--- src/rtl/guess_grader.sv ---
// guess_grader -- scores a four-slot player guess against the stored master code.
//
// Counts exact matches (zood: right shape, right slot) and shape-only matches
// (znarly: right shape, wrong slot) with a multi-cycle FSM. It also tracks the
// round count and the sticky win/loss state, and drives gamePlaying and
// resetMaster back to the master-code loader.
//
// Ports:
//   CLOCK_50          system clock, everything on posedge
//   reset             synchronous, active-low
//   master0..master3  stored master shapes (must be stable while busy)
//   masterLoaded      all four master slots hold a shape
//   guess0..guess3    player guess, latched on the accepting edge
//   gradeIt, newGame  level requests, rising-edge detected internally
//   zood, znarly      exact / shape-only counts of the last graded guess
//   gradeDone         one-cycle pulse when zood/znarly update
//   busy              FSM not idle
//   roundNum          guesses graded this game
//   won, lost         sticky game result
//   gamePlaying       masterLoaded & ~won & ~lost
//   resetMaster       one-cycle pulse after an accepted newGame
module guess_grader #(
  parameter int MAX_ROUNDS = 10,
  parameter int SHAPES     = 6
) (
  input  logic       CLOCK_50,
  input  logic       reset,
  input  logic [2:0] master0,
  input  logic [2:0] master1,
  input  logic [2:0] master2,
  input  logic [2:0] master3,
  input  logic       masterLoaded,
  input  logic [2:0] guess0,
  input  logic [2:0] guess1,
  input  logic [2:0] guess2,
  input  logic [2:0] guess3,
  input  logic       gradeIt,
  input  logic       newGame,
  output logic [2:0] zood,
  output logic [2:0] znarly,
  output logic       gradeDone,
  output logic       busy,
  output logic [3:0] roundNum,
  output logic       won,
  output logic       lost,
  output logic       gamePlaying,
  output logic       resetMaster
);

  localparam logic [3:0] MAX_R   = 4'(MAX_ROUNDS);
  localparam logic [2:0] LAST_SH = 3'(SHAPES);

  typedef enum logic [1:0] {IDLE, ZOOD, COUNT, DONE} state_t;

  state_t     state_q, state_d;
  logic       prev_grade_q, prev_grade_d;
  logic       prev_new_q, prev_new_d;
  logic [2:0] gq_q [4];
  logic [2:0] gq_d [4];
  logic [1:0] idx_q, idx_d;
  logic [2:0] s_q, s_d;
  logic [2:0] z_acc_q, z_acc_d;
  logic [2:0] m_acc_q, m_acc_d;
  logic [2:0] zood_q, zood_d;
  logic [2:0] znarly_q, znarly_d;
  logic [3:0] round_q, round_d;
  logic       won_q, won_d;
  logic       lost_q, lost_d;
  logic       grade_done_q, grade_done_d;
  logic       reset_master_q, reset_master_d;

  logic [2:0] master_w [4];
  logic [2:0] guess_w [4];
  logic       grade_rise, new_rise;
  logic       z_hit;
  logic [2:0] cm, cg, cmin;

  assign master_w[0] = master0;
  assign master_w[1] = master1;
  assign master_w[2] = master2;
  assign master_w[3] = master3;
  assign guess_w[0]  = guess0;
  assign guess_w[1]  = guess1;
  assign guess_w[2]  = guess2;
  assign guess_w[3]  = guess3;

  assign grade_rise = gradeIt & ~prev_grade_q;
  assign new_rise   = newGame & ~prev_new_q;

  // Empty guess slots (0) never count as an exact match.
  assign z_hit = (gq_q[idx_q] == master_w[idx_q]) && (gq_q[idx_q] != 3'd0);

  // Per-shape occurrence counts for the shape currently visited by COUNT.
  // Summing min(cm, cg) over all shapes gives the total common shapes,
  // exact matches included; znarly is that total minus zood.
  always_comb begin
    cm = '0;
    cg = '0;
    for (int i = 0; i < 4; i++) begin
      cm = cm + 3'(master_w[i] == s_q);
      cg = cg + 3'(gq_q[i] == s_q);
    end
    cmin = (cm < cg) ? cm : cg;
  end

  always_comb begin
    state_d        = state_q;
    prev_grade_d   = gradeIt;
    prev_new_d     = newGame;
    gq_d           = gq_q;
    idx_d          = idx_q;
    s_d            = s_q;
    z_acc_d        = z_acc_q;
    m_acc_d        = m_acc_q;
    zood_d         = zood_q;
    znarly_d       = znarly_q;
    round_d        = round_q;
    won_d          = won_q;
    lost_d         = lost_q;
    grade_done_d   = 1'b0;
    reset_master_d = 1'b0;

    if (new_rise) begin
      // newGame overrides everything, including a grade in flight or a
      // simultaneous gradeIt rise.
      state_d        = IDLE;
      zood_d         = '0;
      znarly_d       = '0;
      round_d        = '0;
      won_d          = 1'b0;
      lost_d         = 1'b0;
      reset_master_d = 1'b1;
    end else begin
      case (state_q)
        IDLE: begin
          if (grade_rise && masterLoaded && !won_q && !lost_q) begin
            gq_d    = guess_w;
            z_acc_d = '0;
            m_acc_d = '0;
            idx_d   = '0;
            state_d = ZOOD;
          end
        end
        ZOOD: begin
          z_acc_d = z_acc_q + 3'(z_hit);
          idx_d   = idx_q + 2'd1;
          if (idx_q == 2'd3) begin
            s_d     = 3'd1;
            state_d = COUNT;
          end
        end
        COUNT: begin
          m_acc_d = m_acc_q + cmin;
          s_d     = s_q + 3'd1;
          if (s_q == LAST_SH) begin
            state_d = DONE;
          end
        end
        DONE: begin
          zood_d       = z_acc_q;
          znarly_d     = m_acc_q - z_acc_q;
          round_d      = round_q + 4'd1;
          won_d        = (z_acc_q == 3'd4);
          // A win on the last allowed round is a win, not a loss.
          lost_d       = (z_acc_q != 3'd4) && ((round_q + 4'd1) == MAX_R);
          grade_done_d = 1'b1;
          state_d      = IDLE;
        end
        default: state_d = IDLE;
      endcase
    end
  end

  always_ff @(posedge CLOCK_50) begin
    if (!reset) begin
      state_q        <= IDLE;
      prev_grade_q   <= 1'b0;
      prev_new_q     <= 1'b0;
      for (int i = 0; i < 4; i++) begin
        gq_q[i] <= '0;
      end
      idx_q          <= '0;
      s_q            <= '0;
      z_acc_q        <= '0;
      m_acc_q        <= '0;
      zood_q         <= '0;
      znarly_q       <= '0;
      round_q        <= '0;
      won_q          <= 1'b0;
      lost_q         <= 1'b0;
      grade_done_q   <= 1'b0;
      reset_master_q <= 1'b0;
    end else begin
      state_q        <= state_d;
      prev_grade_q   <= prev_grade_d;
      prev_new_q     <= prev_new_d;
      gq_q           <= gq_d;
      idx_q          <= idx_d;
      s_q            <= s_d;
      z_acc_q        <= z_acc_d;
      m_acc_q        <= m_acc_d;
      zood_q         <= zood_d;
      znarly_q       <= znarly_d;
      round_q        <= round_d;
      won_q          <= won_d;
      lost_q         <= lost_d;
      grade_done_q   <= grade_done_d;
      reset_master_q <= reset_master_d;
    end
  end

  assign zood        = zood_q;
  assign znarly      = znarly_q;
  assign gradeDone   = grade_done_q;
  assign busy        = (state_q != IDLE);
  assign roundNum    = round_q;
  assign won         = won_q;
  assign lost        = lost_q;
  assign gamePlaying = masterLoaded & ~won_q & ~lost_q;
  assign resetMaster = reset_master_q;

endmodule

--- config.mk ---
export PLATFORM = sky130hd
export DESIGN_NAME = guess_grader
export DESIGN_NICKNAME = d
export VERILOG_FILES = /design/src/rtl/guess_grader.sv
export SDC_FILE = /design/constraint.sdc
export NUM_CORES = 1
export LEC_CHECK = 0
export CAP_MARGIN = 20
export CORE_ASPECT_RATIO = 0.75
export CORE_UTILIZATION = 50
export CTS_CLUSTER_DIAMETER = 120
export CTS_CLUSTER_SIZE = 28
export DETAILED_ROUTE_END_ITERATION = 12
export HOLD_SLACK_MARGIN = 0.08
export PLACE_DENSITY = 0.76
export SLEW_MARGIN = 30
export SYNTH_ARGS = -nofsm -noshare
export SYNTH_HDL_FRONTEND = slang
export SYNTH_SLANG_ARGS = --single-unit
--- constraint.sdc ---
create_clock -name CLOCK_50 -period 10.5 [get_ports CLOCK_50]
set_input_delay 2.1 -clock CLOCK_50 [delete_from_list [all_inputs] [get_ports CLOCK_50]]
set_output_delay 2.1 -clock CLOCK_50 [all_outputs]
set_load 0.01 [all_outputs]
Word level (Yosys, flattened, before mapping)
Index checks and enable logic that the tools add are counted.

storage, ports and cells
  flip-flop bits (word level) = 41
  bits of input ports = 29

cells by class
  magnitude comparators = 2
  muxes and demuxes = 20
  reductions and logical operators = 19
  bitwise logic cells = 11
  eq/ne operators = 20
  add/subtract/negate cells = 12

operator list
  operator                                     count
  == test 3 bit                                9
  two-way mux 3 bit                            7
  case mux 3 bit (2 select lines)              3
  AND reduction 3 bit                          5
  binary-select mux 3 bit (select 2 bit)       2
  adder 3 x 1 -> 3 bit                         3
  two-way mux 2 bit                            4
  case mux 2 bit (4 select lines)              1
  nonzero test 2 bit                           4
  adder 2 x 1 -> 3 bit                         2
  == test 2 bit, second input constant         3
  == test 3 bit, second input constant         2
  != test 2 bit, second input constant         3
  NOT 1 bit                                    6
  logical AND 1 bit                            5
  adder 1 x 1 -> 2 bit                         2
  adder 4 x 1 -> 4 bit, second input constant  1
  bitwise AND 1 bit                            4
  == test 4 bit, second input constant         1
  case mux 2 bit (2 select lines)              1
  adder 3 x 1 -> 3 bit, second input constant  1
  adder 3 bit                                  1
  >= comparator 3 bit, second input constant   1
  less-than comparator 3 bit                   1
  other kinds (10)                             12

Longest topological paths before layout
Gate-level depths: netlist of run 1.

  word-level depth = 8
  depth in mapped cells = 19
  gate-level depth less buffers = 18

Worst setup path after synthesis of run 1
OpenSTA, ideal clock, no wires.

  path type = in2reg
  start = in master1[2]
  end = reg m_acc_q[1]
  arrival time = 5.667 ns
  stages = 14
  required time = 10.430 ns
  setup time = 0.070 ns
  path slack = 4.763 ns
  cell sequence = xor2_1 -> nor3_1 -> fa_1 -> ha_1 -> ha_1 -> ha_1 -> a21o_1 -> a21oi_1 -> mux2_2 -> ha_1 -> inv_1 -> fa_1 -> or4b_1 -> a21boi_1

on the way
  cells in the longest elaborated chain, start to end = 8

RTL lines
  item                                 line  text
  from (decl)                          29    input logic [2:0] master1,
  == test 3 bit (*)                    100   cm = cm + 3'(master_w[i] == s_q);
  adder 1 x 1 -> 2 bit (*)             100
  adder 2 x 1 -> 3 bit (*)             100
  adder 3 x 1 -> 3 bit (*)             100
  less-than comparator 3 bit           103   cmin = (cm < cg) ? cm : cg;
  two-way mux 3 bit (*)                103
  adder 3 bit (*)                      153   m_acc_d = m_acc_q + cmin;
  case mux 3 bit (2 select lines) (*)  134   case (state_q)
  to (signal assigned)                 201   m_acc_q <= m_acc_d;
  to (decl)                            63    logic [2:0] m_acc_q, m_acc_d;

Mark *: on every way between the ends. The rest lies on a longest branch, timed or not.
A chain may end at the register's enable or synchronous reset.

Worst setup path after layout of run 1
  start = in master3[1]
  end = reg m_acc_q[1]

on the way
  cells in the longest elaborated chain, start to end = 6

RTL lines
  item                                 line  text
  from (decl)                          31    input logic [2:0] master3,
  == test 3 bit (*)                    100
  adder 3 x 1 -> 3 bit (*)             100
  less-than comparator 3 bit           103
  two-way mux 3 bit (*)                103
  adder 3 bit (*)                      153
  case mux 3 bit (2 select lines) (*)  134

Marks and branches as above.

==> results.md, run 1 <==
- Outcome: completed
- Clk pin slew, worst setup/hold paths: 80 ps
- Yosys cell types: 43
- DRT antenna net count: 0
- Floorplan row count: 22
- Syn Nets: 322
- Least-Margin Pin Slew: between 900 and 1000 ps
- Post-CTS setup buffer count: 0
- FF/Latch Area: between 800 and 900 um2
- Grt ovf: 0
- Via density: 5.47
- Multi-input logic area: approximately 1700 um2
- Nets: 358
- Die Ht: 64.6 um
- Number of synthesized flops with an enable pin: 0
- Post-Place Worst Slack: about 4100 ps
- Xor-xnor portion of the synthesized cell area: 0.111
- DR vias: roughly 2000
- Hold_ws: 436 ps
- Drt first pass iters: 4
- CP max FO: 2
- Global Route Usage Sum: 0.200
- Final Wtd Congestion: 0.788
- Fraction of layout cells with a size suffix above 1: 0.0684
- Post-Layout Inst Area: 3180 um2
- Post-DP HPWL: 3900 um
- Drt wl/cell: 14.1 um
- Cell Pwr Density: between 100 and 150 nW/um2
- Skew-Pair Late Insertion Delay: 300 ps
- Period minus WS final: a little over 6000 ps
- Async SR Flop Fraction: 0
- Worst Reg2Reg Path Length in Cells: 16
- Worst endpoint required time: 10720 ps
- Ys Warns: 0
- Die area: 5510 um2
- Port Buffer Count: 44
- R2r endpoint: m_acc_q[1]
- Fmax: 164 MHz
- #FFs+latches synth: about 40
- Worst setup SP type: input port
- Max Transition Viols Final: 0
- Area delta synth->final: 22.1%
- Hold crit path type: reg2reg
- Htree depth: 2
- Number of global-route vias before repair: 1779
- Post-CTS Hold Buffers: 0
- Fillers: between 400 and 500
- Cts repair resizes: 0
- Placed Instances: 359
- Setup TNS: 0 ps
- WHS Endpoint: resetMaster
- Post-synthesis mux area share: 0.125
- RSZ-0062 raised after global routing: false
- Fin crit share: 0.580
- Post-synthesis cell area: ~2600 um2
- # diodes: 0
- Layout Cells excl Fill: 367
- Synth top area cells: dfxtp_1 31%, ha_1 9.1%, mux2i_1 6.9%, xor2_1 6.7%, mux4_2 5.2%
- Drt first-iter violations: 97
- Max VDD drop: ~0.00010 V
- Maximum number of pins on one net before global-route repair: 30
- CTS tree: yes
- Crit path arrival time: approximately 6300 ps
- Cell count after synthesis: 270
- Syn avg cell area: 9.66 um2
- Top cell type's share of synthesized area: 0.315
- Simple-gate share of the synthesized area: 0.180
- Initial Util: 0.527
- Ranking of synthesized cells by instance count: 41 x dfxtp_1, 20 x xor2_1, 19 x ha_1
- First-pass GRT wire length: 8560 um
- Count of max-cap constraint violations: 0
- Part of the Yosys area used for sequential elements: 0.315
- Sink Count: 41
- Worst reg2reg setup slack: 5950 ps
- Drc violations: 0
- Synthesized-area fraction occupied by adder cells: 0.122
- Largest family of logic cells by synthesized area: simple AND/OR/NAND/NOR gates
- Worst hold start: prev_new_q
- Worst hold path cell count: 1
- Die extent in x: between 80 and 90 um
- Reg-to-reg startpoint: s_q[0]
- Worst setup EP type: flop
- Crit Path Class: in2reg
- Core area: 4950 um2
- Worst setup margin: between 4000 and 5000 ps
- CTS buffer count: 5
- Clock Path Buffers: 2
- Leak: between 1 and 1.5 nW
- Top FF cell, synth: dfxtp_1
- # setup viols final: 0
- Clock skew after layout: 8.25 ps
- Post-synth top area cell: dfxtp_1
- Final wirelength: around 5200 um
- Initial antenna violation count: 0
- Most frequent cell after synthesis: dfxtp_1
- Relative max-transition margin: 0.366
- Area after DPL: 3060 um2
- Root Driver: clkbuf_8
- Compound-Gate Fraction of Synth Area: 0.107
- Hold Violations, Final: 0
- IO Pins: 45
[cell type report]
cell class / instances / area share
clock inverters: 2 / 0.0118
well taps: 60 / 0.0236
repair buffers: 44 / 0.138
flip-flops and latches: 41 / 0.258
inverters: 12 / 0.0141
clock buffers: 6 / 0.0259
multi-input cells: 202 / 0.528
[metrics by stage]
stage,util,power (W)
2_1_floorplan,-,0.000219
3_3_place_gp,0.618,0.000243
3_5_place_dp,0.618,0.000246
4_1_cts,0.643,0.000379
5_1_grt,0.643,0.000399
6_report,0.643,0.000377
[where the power goes]
group | internal [W] | switching [W]
Sequential | 0.000158 | 0.00000373
Combinational | 0.0000421 | 0.0000394
Clock | 0.0000773 | 0.0000555
Total | 0.000278 | 0.0000986
[logic make-up after synthesis]
kind of cell	Yosys count
AO/OA/AOI/OAI	41
buffers and inverters	27
XOR/XNOR	33
adder cells (fa/ha/maj)	23
AND/OR/NAND/NOR	80
multiplexers	25
flip-flops	41
[sequential cells by signal, summed over array words and instances (netlist names), 2 cells and up]
| signal | flops |
|---|---|
| gq_q | 12 |
| idx_q | 2 |
| m_acc_q | 3 |
| roundNum | 4 |
| s_q | 3 |
| state_q | 2 |
| z_acc_q | 3 |
| znarly | 3 |
| zood | 3 |
[cells in the final DEF, fill, tap and decap left out, types with 2 or more instances in the layout]
| cell type | count |
|---|---|
| a211oi_1 | 4 |
| a21boi_0 | 8 |
| a21oi_1 | 6 |
| a31oi_1 | 2 |
| and2_1 | 3 |
| and3_1 | 2 |
| clkbuf_8 | 6 |
| clkdlybuf4s50_1 | 44 |
| dfxtp_1 | 41 |
| fa_1 | 4 |
| ha_1 | 19 |
| inv_1 | 12 |
| mux2i_1 | 18 |
| mux4_2 | 6 |
| nand2_1 | 5 |
| nand2b_1 | 8 |
| nand3_1 | 6 |
| nand3b_1 | 2 |
| nand4_1 | 7 |
| nand4b_1 | 3 |
| nor2_1 | 14 |
| nor2b_1 | 18 |
| nor3_1 | 5 |
| nor3b_1 | 3 |
| o211ai_1 | 2 |
| o21ai_0 | 10 |
| xnor2_1 | 13 |
| xor2_1 | 20 |
[routing by layer]
layer	vias to the layer above	global-route usage	share of wire
met4	0	0.0625	0.013
met1	962	0.292	0.53
met5	-	0	0
li1	1013	-	-
met2	28	0.293	0.42
met3	6	0.0420	0.030
[worst max-delay path: stages]
cell             delay [ps]
clkdlybuf4s50_1         450
xor2_1                  160
nor3_1                  260
fa_1                    460
ha_1                    210
ha_1                    290
ha_1                    300
a21o_1                  170
a21oi_1                 230
mux2_2                  360
ha_1                    180
inv_1                    60
fa_1                    400
or4b_1                  520
a21boi_1                160
[worst max path at each step]
stage,from,to,depth (start not counted)
CTS,master1[2],m_acc_q[1],15
detailed placement,master1[2],m_acc_q[1],15
global placement,master1[2],m_acc_q[1],15
floorplan,master1[2],m_acc_q[1],14
global route,master0[2],m_acc_q[1],15
finish,master3[1],m_acc_q[1],15
Power figures use the tool's default switching activity.
==> run 2: changes to the inputs <==
Settings changed: CORE_UTILIZATION 50 to 48.
Clock period 10.5 ns to 4.9 ns, I/O delays scaled along.
==> run 2 against run 1 <==
  * First-iteration DRC count is 46% higher
  * Die area up 4.1%
  * Cell area is 2.1% higher
  * Core utilization is 0.063 points lower
  * Register-to-register slack lost 5500 ps
  * Critical path depth unchanged
  * Via count is 0.15% higher
  * Largest power group unchanged
==> results.md, run 2 (synthesis gave the netlist of run 1 again) <==
- Outcome: completed
- Drc violations: 0
- RSZ-0062 raised after global routing: false
- Crit Path Class: in2reg
- Sw frac: 0.285
- Root Driver: clkbuf_8
- Period minus WS final: around 4800 ps
- Hold crit path type: reg2reg
- CP max stage delay: 520 ps
- Count of max-cap constraint violations: 0
- Final wirelength: 5460 um
- Sw power: 0.000215 W
- Die Ht: 65.8 um
- Core area: 5060 um2
- # diodes: 0
- Fraction of layout cells with a size suffix above 1: 0.105
- Internal power: around 0.00054 W
- Leading cell type in the layout, fill and taps excluded: clkdlybuf4s50_1
- Worst setup SP type: input port
- Nets: approximately 360
- Leak: 1.33 nW
- Crit path arrival time: approximately 5000 ps
- Multi-input logic area: 1720 um2
- Fmax: 210 MHz
- Clk network pwr share: 0.285
- Area delta synth->final: 24.7%
- CTS buffer count: 5
- Clock skew after layout: 3.67 ps
- Utilization after layout: 0.642
- Worst setup EP type: flop
- CTS tree: yes
- Hold_ws: ~440 ps
- Drt wl/cell: 14.2 um
- Clk pin slew, worst setup/hold paths: approximately 80 ps
- Worst reg2reg setup slack: around 500 ps
- Grt ovf: 0
- Worst endpoint required time: 5120 ps
- CP max FO: 2
- Relative max-transition margin: 0.357
- Die extent in x: 87.1 um
- Floorplan row count: 22
- Final Wtd Congestion: 0.860
- Initial Util: 0.515
- Global Route Usage Sum: 0.200
- Htree depth: 2
- Post-Layout Inst Area: approximately 3300 um2
- Number of global-route vias before repair: 1847
- Fin crit share: 0.973
- Largest reg by FF count: gq_q
- Worst setup margin: around 130 ps
- Share of total power in combinational logic: 0.255
- Skew-Pair Late Insertion Delay: 290 ps
- Slowest stage cell, crit path: or4b_1
- # setup viols final: 0
- Post-CTS setup buffer count: 0
- Maximum number of pins on one net before global-route repair: 30
- IO Pins: 45
- Post-Place Worst Slack: -316 ps
- FF/Latch Area: between 800 and 900 um2
- Sequential power share: 0.460
- Cell Pwr Density: 232 nW/um2
- Critical path, cell by cell: clkdlybuf4s50_1 > xor2_1 > nor3_2 > fa_1 > ha_1 > ha_4 > ha_1 > a21o_1 > a21oi_2 > mux2_2 > ha_1 > inv_1 > fa_1 > or4b_1 > a21boi_1
- Max VDD drop: roughly 0.00014 V
- First-pass GRT wire length: between 8000 and 9000 um
- Initial antenna violation count: 0
- Drt first pass iters: 4
- Max Transition Viols Final: 0
- DR vias: roughly 2000
- Die area: 5740 um2
- Hold Violations, Final: 0
- Area after DPL: 3120 um2
- Most frequent cells in the layout: 43 x clkdlybuf4s50_1, 41 x dfxtp_1, 19 x xor2_1
- Least-Margin Pin Slew: approximately 960 ps
- Drt first-iter violations: 142
- Critical path's most frequent cell: ha_1
- Post-DP HPWL: slightly above 4000 um
- Largest register FFs: 12
- Sink Count: 41
- DRT antenna net count: 0
- Total power: around 0.00075 W
- Via density: 5.23
- Fillers: 452
- Post-CTS Hold Buffers: 0
- Port Buffer Count: 44
- Clock Path Buffers: 2
[run 2: changes by cell type in the layout (fill, tap and decap cells not counted), moves of 2 or more]
cell	before	now
buf_4	0	6
clkinv_2	0	2
nor3_1	5	2
nor3_2	0	3
[run 2: what timing repair did]
action / 4_1_cts / 5_1_grt
pin swaps: 0 / 5
endpoints found under the hold margin: 0 / 0
setup endpoints to repair: 1 / 2
gates resized for setup: 1 / 6
[run 2: power by group through the flow]
stage / Sequential [W] / Clock [W] / Combinational [W]
CTS: 0.000347 / 0.000221 / 0.000185
detailed placement: 0.000355 / 0 / 0.000184
finish: 0.000347 / 0.000214 / 0.000192
floorplan: 0.000352 / 0 / 0.000118
global route: 0.000348 / 0.000235 / 0.000214
global placement: 0.000354 / 0 / 0.000177
[run 2: layout make-up]
| cell class | instances | share of cell area |
|---|---|---|
| flip-flops and latches | 41 | 0.252 |
| well taps | 72 | 0.0277 |
| clock buffers | 5 | 0.0212 |
| inverters | 12 | 0.0139 |
| repair buffers | 50 | 0.150 |
| clock inverters | 3 | 0.00539 |
| multi-input cells | 202 | 0.529 |
[run 2: final timing paths]
check	cells past startpoint	to	from
worst min-delay path	1	resetMaster	prev_new_q
worst min register to register	1	resetMaster	prev_new_q
worst max-delay path	15	m_acc_q[1]	master0[0]
worst max register to register	17	m_acc_q[1]	s_q[2]
[run 2: worst max-delay path, delay by kind of cell]
| kind | cells | cell delay, ps |
|---|---|---|
| xor gates and xnor gates | 1 | 180 |
| and+or+nand+nor | 2 | 750 |
| buffers and inverters | 2 | 490 |
| adders and majority gates | 6 | 1770 |
| muxes | 1 | 350 |
| AOI/OAI and AO/OA | 3 | 460 |
[run 2: per-layer routing]
metal  vias to the layer above  part of all wire  track usage
li1                       1022                 -            -
met2                        42              0.44        0.288
met1                       946              0.52        0.303
met5                         -                 0            0
met4                         0            0.0042       0.0430
met3                         2             0.040       0.0412
[run 2: through the flow]
stage	cells	TNS [ps]
2_1_floorplan	270	0
3_3_place_gp	377	-228
3_5_place_dp	377	-448
4_1_cts	385	0
5_1_grt	385	0
6_report	385	0
==> run 3: changes to the inputs <==
Settings changed: CORE_UTILIZATION 48 to 40, GPL_TIMING_DRIVEN from default to 0, PLACE_DENSITY 0.76 to 0.66.
==> run 3 against run 2 <==
  * Die area is 19% higher
  * Sequential share of layout area is 0.59 points lower
  * Via count is 1.3% higher
  * Sequential cell count stayed put
  * Cell area is 2.4% higher
  * Routed wire length is 4.3% higher
  * Core utilization is 11 points lower
  * Clock power is 23% higher
  * Total power is 7.7% higher
  * Non-clock buffer count is 10 higher
  * Sequential power hardly changed
  * Highest routed layer unchanged
==> results.md, run 3 (synthesis gave the netlist of run 1 again) <==
- Initial antenna violation count: 0
- Port Buffer Count: 44
- Outcome: completed
- Die Ht: between 70 and 80 um
- DR vias: around 2000
- Final wirelength: 5700 um
- Area delta synth->final: 27.6%
- Clock Path Buffers: 2
- Worst endpoint required time: 5130 ps
- Worst reg2reg setup slack: 280 ps
- Relative max-transition margin: 0.530
- Final Wtd Congestion: 0.889
- Post-CTS Hold Buffers: 0
- Period minus WS final: roughly 4700 ps
- DRT antenna net count: 0
- Nets: 374
- RSZ-0062 raised after global routing: false
- Setup crit start: master3[1]
- Reg-to-reg startpoint: s_q[2]
- Crit path arrival time: 4950 ps
- First-pass GRT wire length: ~9400 um
- Max Transition Viols Final: 0
- Number of global-route vias before repair: 1979
- # setup viols final: 0
- Maximum number of pins on one net before global-route repair: 13
- Grt ovf: 0
- Largest reg by FF count: gq_q
- Leak: roughly 1.4 nW
- Cell Pwr Density: 244 nW/um2
- Fmax: between 200 and 250 MHz
- Worst setup SP type: input port
- Die extent in x: approximately 95 um
- Core area: around 6300 um2
- Worst path bufs/invs: 2
- Skew-Pair Late Insertion Delay: 300 ps
- Critical path's most frequent cell: ha_1
- Least-Margin Pin Slew: 705 ps
- Leading cell type in the layout, fill and taps excluded: dfxtp_1
- Hold_ws: 431 ps
- Fin crit share: 0.963
- CP max FO: 2
- Most frequent cells in the layout: 41 x dfxtp_1, 36 x clkdlybuf4s50_1, 19 x ha_1
- Worst setup EP type: flop
- Clk pin slew, worst setup/hold paths: ~70 ps
- Drc violations: 0
- Fillers: 587
- Largest register FFs: 12
- Hold crit path type: reg2reg
- R2r endpoint: m_acc_q[1]
- Delay-heaviest family, CP: adder cells
- Drt first-iter violations: 85
- Max VDD drop: 0.000131 V
- Utilization after layout: 0.530
- Worst hold start: prev_new_q
- Fraction of layout cells with a size suffix above 1: 0.0994
- Sink Count: between 40 and 50
- Setup TNS: 0 ps
- Root Driver: clkbuf_8
- Floorplan row count: 25
- # diodes: 0
- Worst hold path cell count: 1
- Via density: 5.06
- Hold Violations, Final: 0
- Total power: 0.000811 W
- Worst Reg2Reg Path Length in Cells: 17
- Slowest stage cell, crit path: clkdlybuf4s50_1
- Clock skew after layout: 7.85 ps
- Drt wl/cell: ~14 um
- Die area: 6850 um2
- CTS buffer count: 5
- Global Route Usage Sum: 0.180
- Initial Util: 0.415
- IO Pins: 45
- WHS Endpoint: resetMaster
- CP max stage delay: 500 ps
- Post-DP HPWL: 4360 um
- Crit Path Class: in2reg
- Count of max-cap constraint violations: 0
- Htree depth: 2
- CTS tree: yes
- Drt first pass iters: 4
- Critical path, cell by cell: clkdlybuf4s50_1 > xor2_1 > nor3_2 > fa_1 > ha_1 > ha_1 > ha_1 > a21o_1 > a21oi_4 > mux2_4 > ha_1 > inv_1 > fa_1 > or4b_1 > a21boi_1
## run 3: worst max path at each step
stage	to	slack, ps	depth (start not counted)
after global placement	m_acc_q[1]	-310	15
after floorplan	m_acc_q[1]	280	14
after global routing	m_acc_q[1]	10	17
after detailed placement	m_acc_q[1]	-420	15
after CTS	m_acc_q[1]	9	15
final	m_acc_q[1]	180	15
## run 3: final cells by class
class                   count  area (um2)  area share
multi-input cells         202        1730       0.519
repair buffers             45         468       0.141
clock inverters             2        35.0      0.0105
inverters                  12        45.0      0.0135
plain buffers              15        62.6      0.0188
clock buffers               5        68.8      0.0207
well taps                  81         101      0.0304
flip-flops and latches     41         821       0.247
## run 3: layer usage
layer | GRT usage | up-vias | part of all wire
li1 | - | 1042 | -
met1 | 0.272 | 966 | 0.54
met2 | 0.263 | 22 | 0.43
met3 | 0.0314 | 8 | 0.021
met4 | 0.0505 | 0 | 0.012
met5 | 0 | - | 0
## run 3: through the flow
step	cell area [um2]	std cells	worst slack [ps]
after floorplan	2610	270	283
after global placement	3150	395	-314
after detailed placement	3150	395	-420
after CTS	3270	402	8.58
after global routing	3330	403	13.0
final	3330	403	182
## run 3: timing repair
action | CTS | global route
setup buffers | 0 | 1
pin swaps | 2 | 8
gates resized for setup | 4 | 16
endpoints found under the hold margin | 0 | 0
setup endpoints to repair | 1 | 1
## run 3: report_power, final
| part | internal, W | leakage, nW | switching (W) | total [W] |
|---|---|---|---|---|
| clock network | 0.000148 | 0.0540 | 0.000115 | 0.000263 |
| registers | 0.000340 | 0.332 | 0.00000548 | 0.000345 |
| logic | 0.000106 | 1.03 | 0.0000969 | 0.000203 |
| total | 0.000593 | 1.42 | 0.000218 | 0.000811 |
